**src/rtl/simd_mac_fu.sv**
```systemverilog
// simd_mac_fu: pipelined packed 8/16-bit dot-product MAC into NUM_ACC accumulators.
// Stage 1 registers the dot product; accumulators are read and written only by the last stage.
module simd_mac_fu #(
    parameter int XLEN          = 32,
    parameter int NUM_ACC       = 4,
    parameter int ACC_W         = 32,
    parameter int PIPE_STAGES   = 2,
    parameter int TRANS_ID_BITS = 3
) (
    input  logic                     clk_i,
    input  logic                     rst_ni,
    input  logic                     flush_i,
    input  logic                     valid_i,
    output logic                     ready_o,
    input  logic [1:0]               op_i,
    input  logic                     elem16_i,
    input  logic                     signed_i,
    input  logic                     sat_i,
    input  logic [2:0]               acc_sel_i,
    input  logic [XLEN-1:0]          operand_a_i,
    input  logic [XLEN-1:0]          operand_b_i,
    input  logic [TRANS_ID_BITS-1:0] trans_id_i,
    output logic [XLEN-1:0]          result_o,
    output logic                     valid_o,
    output logic [TRANS_ID_BITS-1:0] trans_id_o,
    output logic                     exception_o
);
    localparam int DW = 34 + $clog2(XLEN);
    localparam logic [1:0] OP_ACC = 2'd1, OP_READ = 2'd2, OP_CLR = 2'd3;

    typedef struct packed {
        logic [1:0]               op;
        logic                     sat;
        logic [2:0]               sel;
        logic                     ill;
        logic [TRANS_ID_BITS-1:0] tid;
        logic [ACC_W-1:0]         dot;
    } stage_t;

    stage_t                   r_st [PIPE_STAGES];
    logic [PIPE_STAGES-1:0]   r_v;
    logic [ACC_W-1:0]         r_acc [8];
    logic                     r_ready, r_valid, r_exc;
    logic [XLEN-1:0]          r_result;
    logic [TRANS_ID_BITS-1:0] r_tid;

    logic signed [DW-1:0] w_sum8, w_sum16;
    logic [ACC_W-1:0]     w_dot, w_cur, w_base, w_new, w_res;
    logic [ACC_W:0]       w_add;
    logic                 w_accept, w_fire, w_ill;
    stage_t               w_in, w_last;

    // Lanes are extended by one bit (sign or zero) so one signed multiply covers both modes.
    always_comb begin
        w_sum8  = '0;
        w_sum16 = '0;
        for (int k = 0; k < XLEN / 8; k++)
            w_sum8 = w_sum8 + DW'($signed({signed_i & operand_a_i[k*8+7], operand_a_i[k*8+:8]}))
                            * DW'($signed({signed_i & operand_b_i[k*8+7], operand_b_i[k*8+:8]}));
        for (int k = 0; k < XLEN / 16; k++)
            w_sum16 = w_sum16 + DW'($signed({signed_i & operand_a_i[k*16+15], operand_a_i[k*16+:16]}))
                              * DW'($signed({signed_i & operand_b_i[k*16+15], operand_b_i[k*16+:16]}));
    end

    assign w_dot    = ACC_W'(elem16_i ? w_sum16 : w_sum8);
    assign w_ill    = 32'(acc_sel_i) >= NUM_ACC;
    assign w_accept = valid_i & r_ready & ~flush_i;
    assign w_in     = '{op: op_i, sat: sat_i, sel: acc_sel_i, ill: w_ill, tid: trans_id_i, dot: w_dot};

    assign w_last = r_st[PIPE_STAGES-1];
    assign w_fire = r_v[PIPE_STAGES-1] & ~flush_i;
    assign w_cur  = r_acc[w_last.sel];
    assign w_base = (w_last.op == OP_ACC) ? w_cur : '0;
    assign w_add  = {w_base[ACC_W-1], w_base} + {w_last.dot[ACC_W-1], w_last.dot};
    // One extra sum bit exposes signed overflow; clamp toward its sign.
    assign w_new  = (w_last.sat && (w_add[ACC_W] != w_add[ACC_W-1]))
                  ? {w_add[ACC_W], {(ACC_W-1){~w_add[ACC_W]}}} : w_add[ACC_W-1:0];
    assign w_res  = (w_last.ill || w_last.op == OP_CLR) ? '0 : (w_last.op == OP_READ) ? w_cur : w_new;

    always_ff @(posedge clk_i or negedge rst_ni) begin
        if (!rst_ni) begin
            r_v      <= '0;
            for (int k = 0; k < PIPE_STAGES; k++) r_st[k] <= '0;
            for (int k = 0; k < 8; k++) r_acc[k] <= '0;
            r_ready  <= 1'b0;
            r_valid  <= 1'b0;
            r_exc    <= 1'b0;
            r_result <= '0;
            r_tid    <= '0;
        end else begin
            r_ready <= 1'b1;
            r_v     <= flush_i ? '0 : {r_v[PIPE_STAGES-2:0], w_accept};
            r_st[0] <= w_in;
            for (int k = 1; k < PIPE_STAGES; k++) r_st[k] <= r_st[k-1];
            r_valid <= w_fire;
            r_exc   <= w_fire & w_last.ill;
            if (w_fire) begin
                r_result <= w_res[XLEN-1:0];
                r_tid    <= w_last.tid;
            end
            if (w_fire && !w_last.ill && w_last.op != OP_READ) r_acc[w_last.sel] <= w_res;
        end
    end

    assign ready_o     = r_ready;
    assign valid_o     = r_valid;
    assign exception_o = r_exc;
    assign result_o    = r_result;
    assign trans_id_o  = r_tid;
endmodule

```
**config.mk**
```make
export PLATFORM = sky130hd
export DESIGN_NAME = simd_mac_fu
export DESIGN_NICKNAME = d
export VERILOG_FILES = /design/src/rtl/simd_mac_fu.sv
export SDC_FILE = /design/constraint.sdc
export NUM_CORES = 2
export LEC_CHECK = 0
export CORE_MARGIN = 4
export CORE_UTILIZATION = 40
export DETAILED_ROUTE_END_ITERATION = 8
export RECOVER_POWER = 50
export SLEW_MARGIN = 15
export SYNTH_ARGS = -nofsm -noshare
export SYNTH_HDL_FRONTEND = slang
export SYNTH_SLANG_ARGS = --single-unit
export TNS_END_PERCENT = 10
```
**constraint.sdc**
```tcl
create_clock -name clk_i -period 15.15 [get_ports clk_i]
set_input_delay 2.2725 -clock clk_i [delete_from_list [all_inputs] [get_ports clk_i]]
set_output_delay 2.2725 -clock clk_i [all_outputs]
set_load 0.01 [all_outputs]
```
Word-level counts from Yosys, hierarchy flattened:

Index checks and enable logic that the tools add are counted.

* add/subtract/negate cells: 5
* multipliers: 6
* div/mod/pow operators: 0
* magnitude comparators: 3
* eq/ne operators: 5
* shift-type cells: 0
* muxes and demuxes: 12
* bitwise gates (word level): 15
* reduce and logical (&&, ||, !) cells: 6

Operators by type and width (number)
* 256-bit bitwise mux: 1
* 32-bit 2-to-1 mux: 8
* 32-bit binary-select mux with 3-bit select: 1
* 32-bit demux with 3-bit select: 1
* 9-bit by 9-bit multiplier with 18-bit output: 4
* 17-bit by 17-bit multiplier with 32-bit output: 2
* 32-bit by 32-bit adder with 33-bit output: 1
* 32-bit adder: 1
* 20-bit by 18-bit adder with 21-bit output: 1
* 19-bit by 18-bit adder with 20-bit output: 1
* 18-bit by 18-bit adder with 19-bit output: 1
* 1-bit AND: 12
* 2-bit == test (second input constant): 2
* 4-bit >= comparator (second input constant): 1
* 1-bit logical AND: 4
* 4-bit by 1-bit less-than comparator with 1-bit output (second input constant): 1
* 3-bit NOT with 4-bit output: 1
* 3-bit >= comparator (second input constant): 1
* 2-bit by 1-bit == test with 1-bit output (second input constant): 1
* 2-bit 2-to-1 mux: 1
* 2-bit != test (second input constant): 1
* 1-bit NOT: 2
* 1-bit zero test: 1
* 1-bit logical OR: 1
* 1-bit != test: 1

* bits in registers: 380
* latch bits: 0
* RAM bits: 0
* ROM bits: 0
* input port bits: 79
* output and inout port bits: 38
* memories kept: 0

Logic depth before layout (Yosys ltp):

* depth in word-level cells: 12
* mapped depth: 30
* depth with buffers taken out: 28

Worst setup path after synthesis:

Ideal clock, no wire load.

* path kind: input to register
* start: in signed_i
* end: reg r_st[63] (netlist name)
* data arrival time: 9476 ps
* setup slack: 5554 ps
* stages on the path: 27
* path buffers: 3
* cell sequence: clkbuf_1 and2_1 clkbuf_1 nand2_1 fa_1 fa_1 inv_1 fa_1 inv_1 fa_1 fa_1 inv_1 fa_1 inv_1 fa_1 inv_1 fa_1 ha_1 or4_1 o22a_1 a41oi_1 a21oi_1 a211o_1 xnor2_1 nor2_1 clkbuf_1 a31o_2

* longest elaborated chain between the ends: 6
* elaborated cells between the ends (all ways): 19
* those cells by class: 4 x add/sub; 6 x mul; 1 x mux; 8 x bitwise

RTL lines
* from (decl): line 17 `input logic signed_i,`
* 1-bit AND (on tied branches)
* 9-bit by 9-bit multiplier with 18-bit output: line 59 `* DW'($signed({signed_i & operand_b_i[k*8+7], operand_b_i[k*8+:8]}));`
* 18-bit by 18-bit adder with 19-bit output: line 58 `w_sum8 = w_sum8 + DW'($signed({signed_i & operand_a_i[k*8+7], operand_a_i[k*8+:8]}))`
* 19-bit by 18-bit adder with 20-bit output: line 58
* 20-bit by 18-bit adder with 21-bit output: line 58
* 32-bit 2-to-1 mux (*): line 65 `assign w_dot = ACC_W'(elem16_i ? w_sum16 : w_sum8);`
* net w_dot[21]: line 48 `logic [ACC_W-1:0] w_dot, w_cur, w_base, w_new, w_res;`
* to (decl): line 40 `stage_t r_st [PIPE_STAGES];`

Mark *: on every way through the listed nets, which the timed path passes. The rest lies on a longest branch.
A chain may end at the register's enable or synchronous reset.

Worst setup path after layout:

* start: in operand_a_i[31]
* end: reg r_st[66] (netlist name)

* longest elaborated chain between the ends: 4
* elaborated cells between the ends (all ways): 6
* those cells by class: 2 x add/sub; 2 x mul; 1 x mux; 1 x bitwise

RTL lines
* from (decl): line 20 `input logic [XLEN-1:0] operand_a_i,`
* 1-bit AND: line 58, 61
* 17-bit by 17-bit multiplier with 32-bit output / 9-bit by 9-bit multiplier with 18-bit output (equally long branches): line 62, 59
* 32-bit adder / 20-bit by 18-bit adder with 21-bit output (equally long branches): line 61, 58
* 32-bit 2-to-1 mux (*): line 65
* net w_dot[24]: line 48

Marked as above.

==> run summary <==
===============================================================================================
Result of the run                                                                  finished, violations left
Violations in the final reports                                                    max-capacitance violations, max-slew violations
Worst Setup End Kind                                                                  flip-flop
Maximum net fanout on the critical path                                                      21
Root buffer selected by CTS                                                        sky130_fd_sc_hd__clkbuf_16
# Max-Cap Violations                                                                          5
Max Freq                                                                               91.6 MHz
Synth top area cells                                                               sky130_fd_sc_hd__fa_1 (40%), sky130_fd_sc_hd__dfrtp_1 (19%), sky130_fd_sc_hd__inv_1 (9.1%)
Average cell area after synthesis                                                      9.85 µm²
Clock latency of the later-clocked register in the worst-skew pair                      0.55 ns
Hold Startpoint                                                                        r_st[64]
Number of design-rule violations left by the first detailed-router iteration               2722
Share of post-route cells with drive strength above 1                                    0.0347
Die height                                                                               359 µm
Relative slew margins                                                                     -3.03
Routed via count                                                                          35100
Hold Path Stages                                                                              0
Yosys top cell by area                                                             sky130_fd_sc_hd__fa_1
Initial core utilization                                                                  0.403
Width of the die                                                                         359 µm
Register area share after synthesis                                                       0.193
Fraction of synthesized cell area taken by the top area cell type                         0.403
Post-detailed-route wirelength per cell                                                 24.0 µm
Count of flip-flops with a built-in enable after synthesis                                    0
Async set-reset flop share out of synthesis                                                1.00
Detailed-route DRC error count                                                                0
Total routing resource utilization after global routing                                   0.253
Share of the cycle needed by the critical path after routing                              0.720
Layout overhead on the synthesized area                                                   8.45%
Most frequent cell after synthesis                                                 sky130_fd_sc_hd__inv_1
Crit path arrival time                                                                 11.32 ns
Number of buffers inserted for hold repair after clock tree synthesis                         0
Via count of the first global-routing pass                                                37700
Number of CTS-inserted buffers                                                               38
Cells resized by post-CTS repair                                                              0
Leading post-synthesis cells by instance count                                     sky130_fd_sc_hd__inv_1 (1198), sky130_fd_sc_hd__fa_1 (990), sky130_fd_sc_hd__nand2_1 (624)
Area of the core                                                                     122000 µm²
Overflow left after global routing                                                            0
Total of flip-flops plus latches after synthesis                                            380
Synth Net Count                                                                            6336
Die ar.                                                                              129000 µm²
Max stage delay on crit path                                                            1.00 ns
Max-slew violation count                                                                    365
Global-route wire length before repair                                                241000 µm
Number of nets with antenna violations after detailed routing                                 0
Time the worst path needs with I/O delays and setup                                    10.91 ns
Transition time of the tightest slew-check pin                                          6.05 ns
Wire length after detailed routing                                                    160000 µm
Count of synthesis-stage warnings from yosys                                                  0
HPWL after DPL                                                                        128000 µm
Endpoint, Worst Hold                                                                   r_st[22]
Cell area after synthesis                                                             49200 µm²
Drt first pass iters                                                                          5
Hold Crit Class                                                                    flip-flop to flip-flop
Worst setup path class                                                             input pin to flip-flop
Summed negative setup slack over all endpoints                                             0 ns
Final Hold Vio Count                                                                          0
Kind of start point of the critical path                                              input pin
Standard-cell row count                                                                     128
Post-CTS setup buffer count                                                                   0
Cell count after synthesis                                                                 4993
Clk_skew                                                                              0.0306 ns
CTS tree                                                                                    yes
Number of different library cells in the post-synthesis netlist                              85
Number of nets in the layout                                                               6360
Number of I/O pins                                                                          117
End of the worst register-to-register path                                            r_acc[18]
Launch point of the worst reg-to-reg path                                              r_st[36]
Setup repair after global routing missed its margin                                       false
Placer Congestion                                                                         0.996
Clock input transition at the sequential cells of the worst setup and hold paths        0.07 ns
Pin count of the biggest net entering global routing                                        114
Final setup violating endpoints                                                               0
Required arrival time at the worst endpoint                                            15.56 ns
Antenna violations before repair                                                              6
Max Root-Sink Buffers                                                                         3
Number of cells on the worst reg-to-reg path                                                 14
Most prevalent standard cell on the critical path                                  sky130_fd_sc_hd__fa_1
Slowest cell on crit path                                                          sky130_fd_sc_hd__clkdlybuf4s50_1
Clock tree sinks                                                                            380
Startpoint of the worst setup timing path                                          operand_a_i[31]
Total of buffers placed on input and output ports                                           116
Worst-case register-to-register setup slack                                             8.47 ns
Prevailing post-synth register cell                                                sky130_fd_sc_hd__dfrtp_1
Number of levels the H-tree was split into                                                    2
Average via count per standard cell                                                        5.26
===============================================================================================
==> worst max path at each step <==
stage | end | slack [ns]
after detailed placement | r_st[66] | 3.74
after floorplan | r_st[63] | 5.55
after CTS | r_st[66] | 4.28
final | r_st[66] | 4.24
after global routing | r_st[58] | 3.55
after global placement | r_st[66] | 3.87
==> placed cells by master, fill, tap and decap left out, types with 38 or more instances in the layout <==
| cell type | synthesis | final |
|---|---|---|
| sky130_fd_sc_hd__inv_1 | 1198 | 1198 |
| sky130_fd_sc_hd__fa_1 | 990 | 990 |
| sky130_fd_sc_hd__nand2_1 | 624 | 624 |
| sky130_fd_sc_hd__dfrtp_1 | 380 | 380 |
| sky130_fd_sc_hd__ha_1 | 274 | 274 |
| sky130_fd_sc_hd__and2_1 | 237 | 237 |
| sky130_fd_sc_hd__o21ai_0 | 230 | 230 |
| sky130_fd_sc_hd__a22o_1 | 117 | 117 |
| sky130_fd_sc_hd__nor2_1 | 115 | 113 |
| sky130_fd_sc_hd__a22oi_1 | 84 | 84 |
| sky130_fd_sc_hd__clkdlybuf4s50_1 | 0 | 82 |
| sky130_fd_sc_hd__xnor2_1 | 69 | 69 |
| sky130_fd_sc_hd__buf_4 | 0 | 59 |
| sky130_fd_sc_hd__a21oi_1 | 57 | 57 |
| sky130_fd_sc_hd__and3_1 | 46 | 46 |
| sky130_fd_sc_hd__clkbuf_16 | 0 | 38 |
==> flip-flops by register name, indices dropped and copies added, names as in the netlist <==
signal       cells
exception_o      1
r_acc          256
r_st            84
r_v              2
ready_o          1
result_o        32
trans_id_o       3
valid_o          1
==> worst max-delay path: cells and delay by family <==
kind,cells,cell delay (ns)
AO/OA/AOI/OAI,6,1.58
AND/OR/NAND/NOR,4,1.14
buffers and inverters,6,2.09
adder cells (fa/ha/maj),9,4.12
XOR/XNOR,1,0.09
==> through the flow <==
step	area (µm²)	worst slack [ns]	utilization	instances	hold WS, ns
floorplan	49200	5.55	-	4993	0.331
global placement	52200	3.87	0.427	6602	0.332
detailed placement	52200	3.74	0.427	6602	0.335
CTS	53400	4.28	0.437	6668	0.316
global route	53300	3.55	0.437	6668	0.321
finish	53400	4.24	0.437	6671	0.319
==> area by class of cell <==
cell class	count	area (µm²)
timing repair buffer	179	1610
clock inverter	13	139
sequential	380	9510
clock buffer	53	1080
antenna	3	7.51
multi-input combinational	3220	34500
inverter	1198	4500
tap	1625	2030
fill	11900	68700
==> metal layers <==
| layer | part of all wire | track usage | wire length (µm) |
|---|---|---|---|
| met1 | 0.40 | 0.327 | 63500 |
| met2 | 0.49 | 0.428 | 78100 |
| met3 | 0.063 | 0.0314 | 10100 |
| met4 | 0.052 | 0.111 | 8350 |
| met5 | 0.00019 | 0 | 31 |
==> logic make-up (layout without fill, tap and decap cells) <==
family,count (synthesis),count (layout),share of synthesized area
AOI/OAI and AO/OA,697,697,0.0990
xor gates and xnor gates,99,99,0.0176
adders and majority gates,1264,1264,0.473
buffers and inverters,1393,1443,0.106
DFF,380,380,0.193
muxes,10,10,0.00226
other,1,4,0.0000762
and+or+nand+nor,1149,1149,0.109
Power is left out: the tool's default activity adds up to more than one toggle a clock period on the data nets, which glitch-free logic cannot reach.
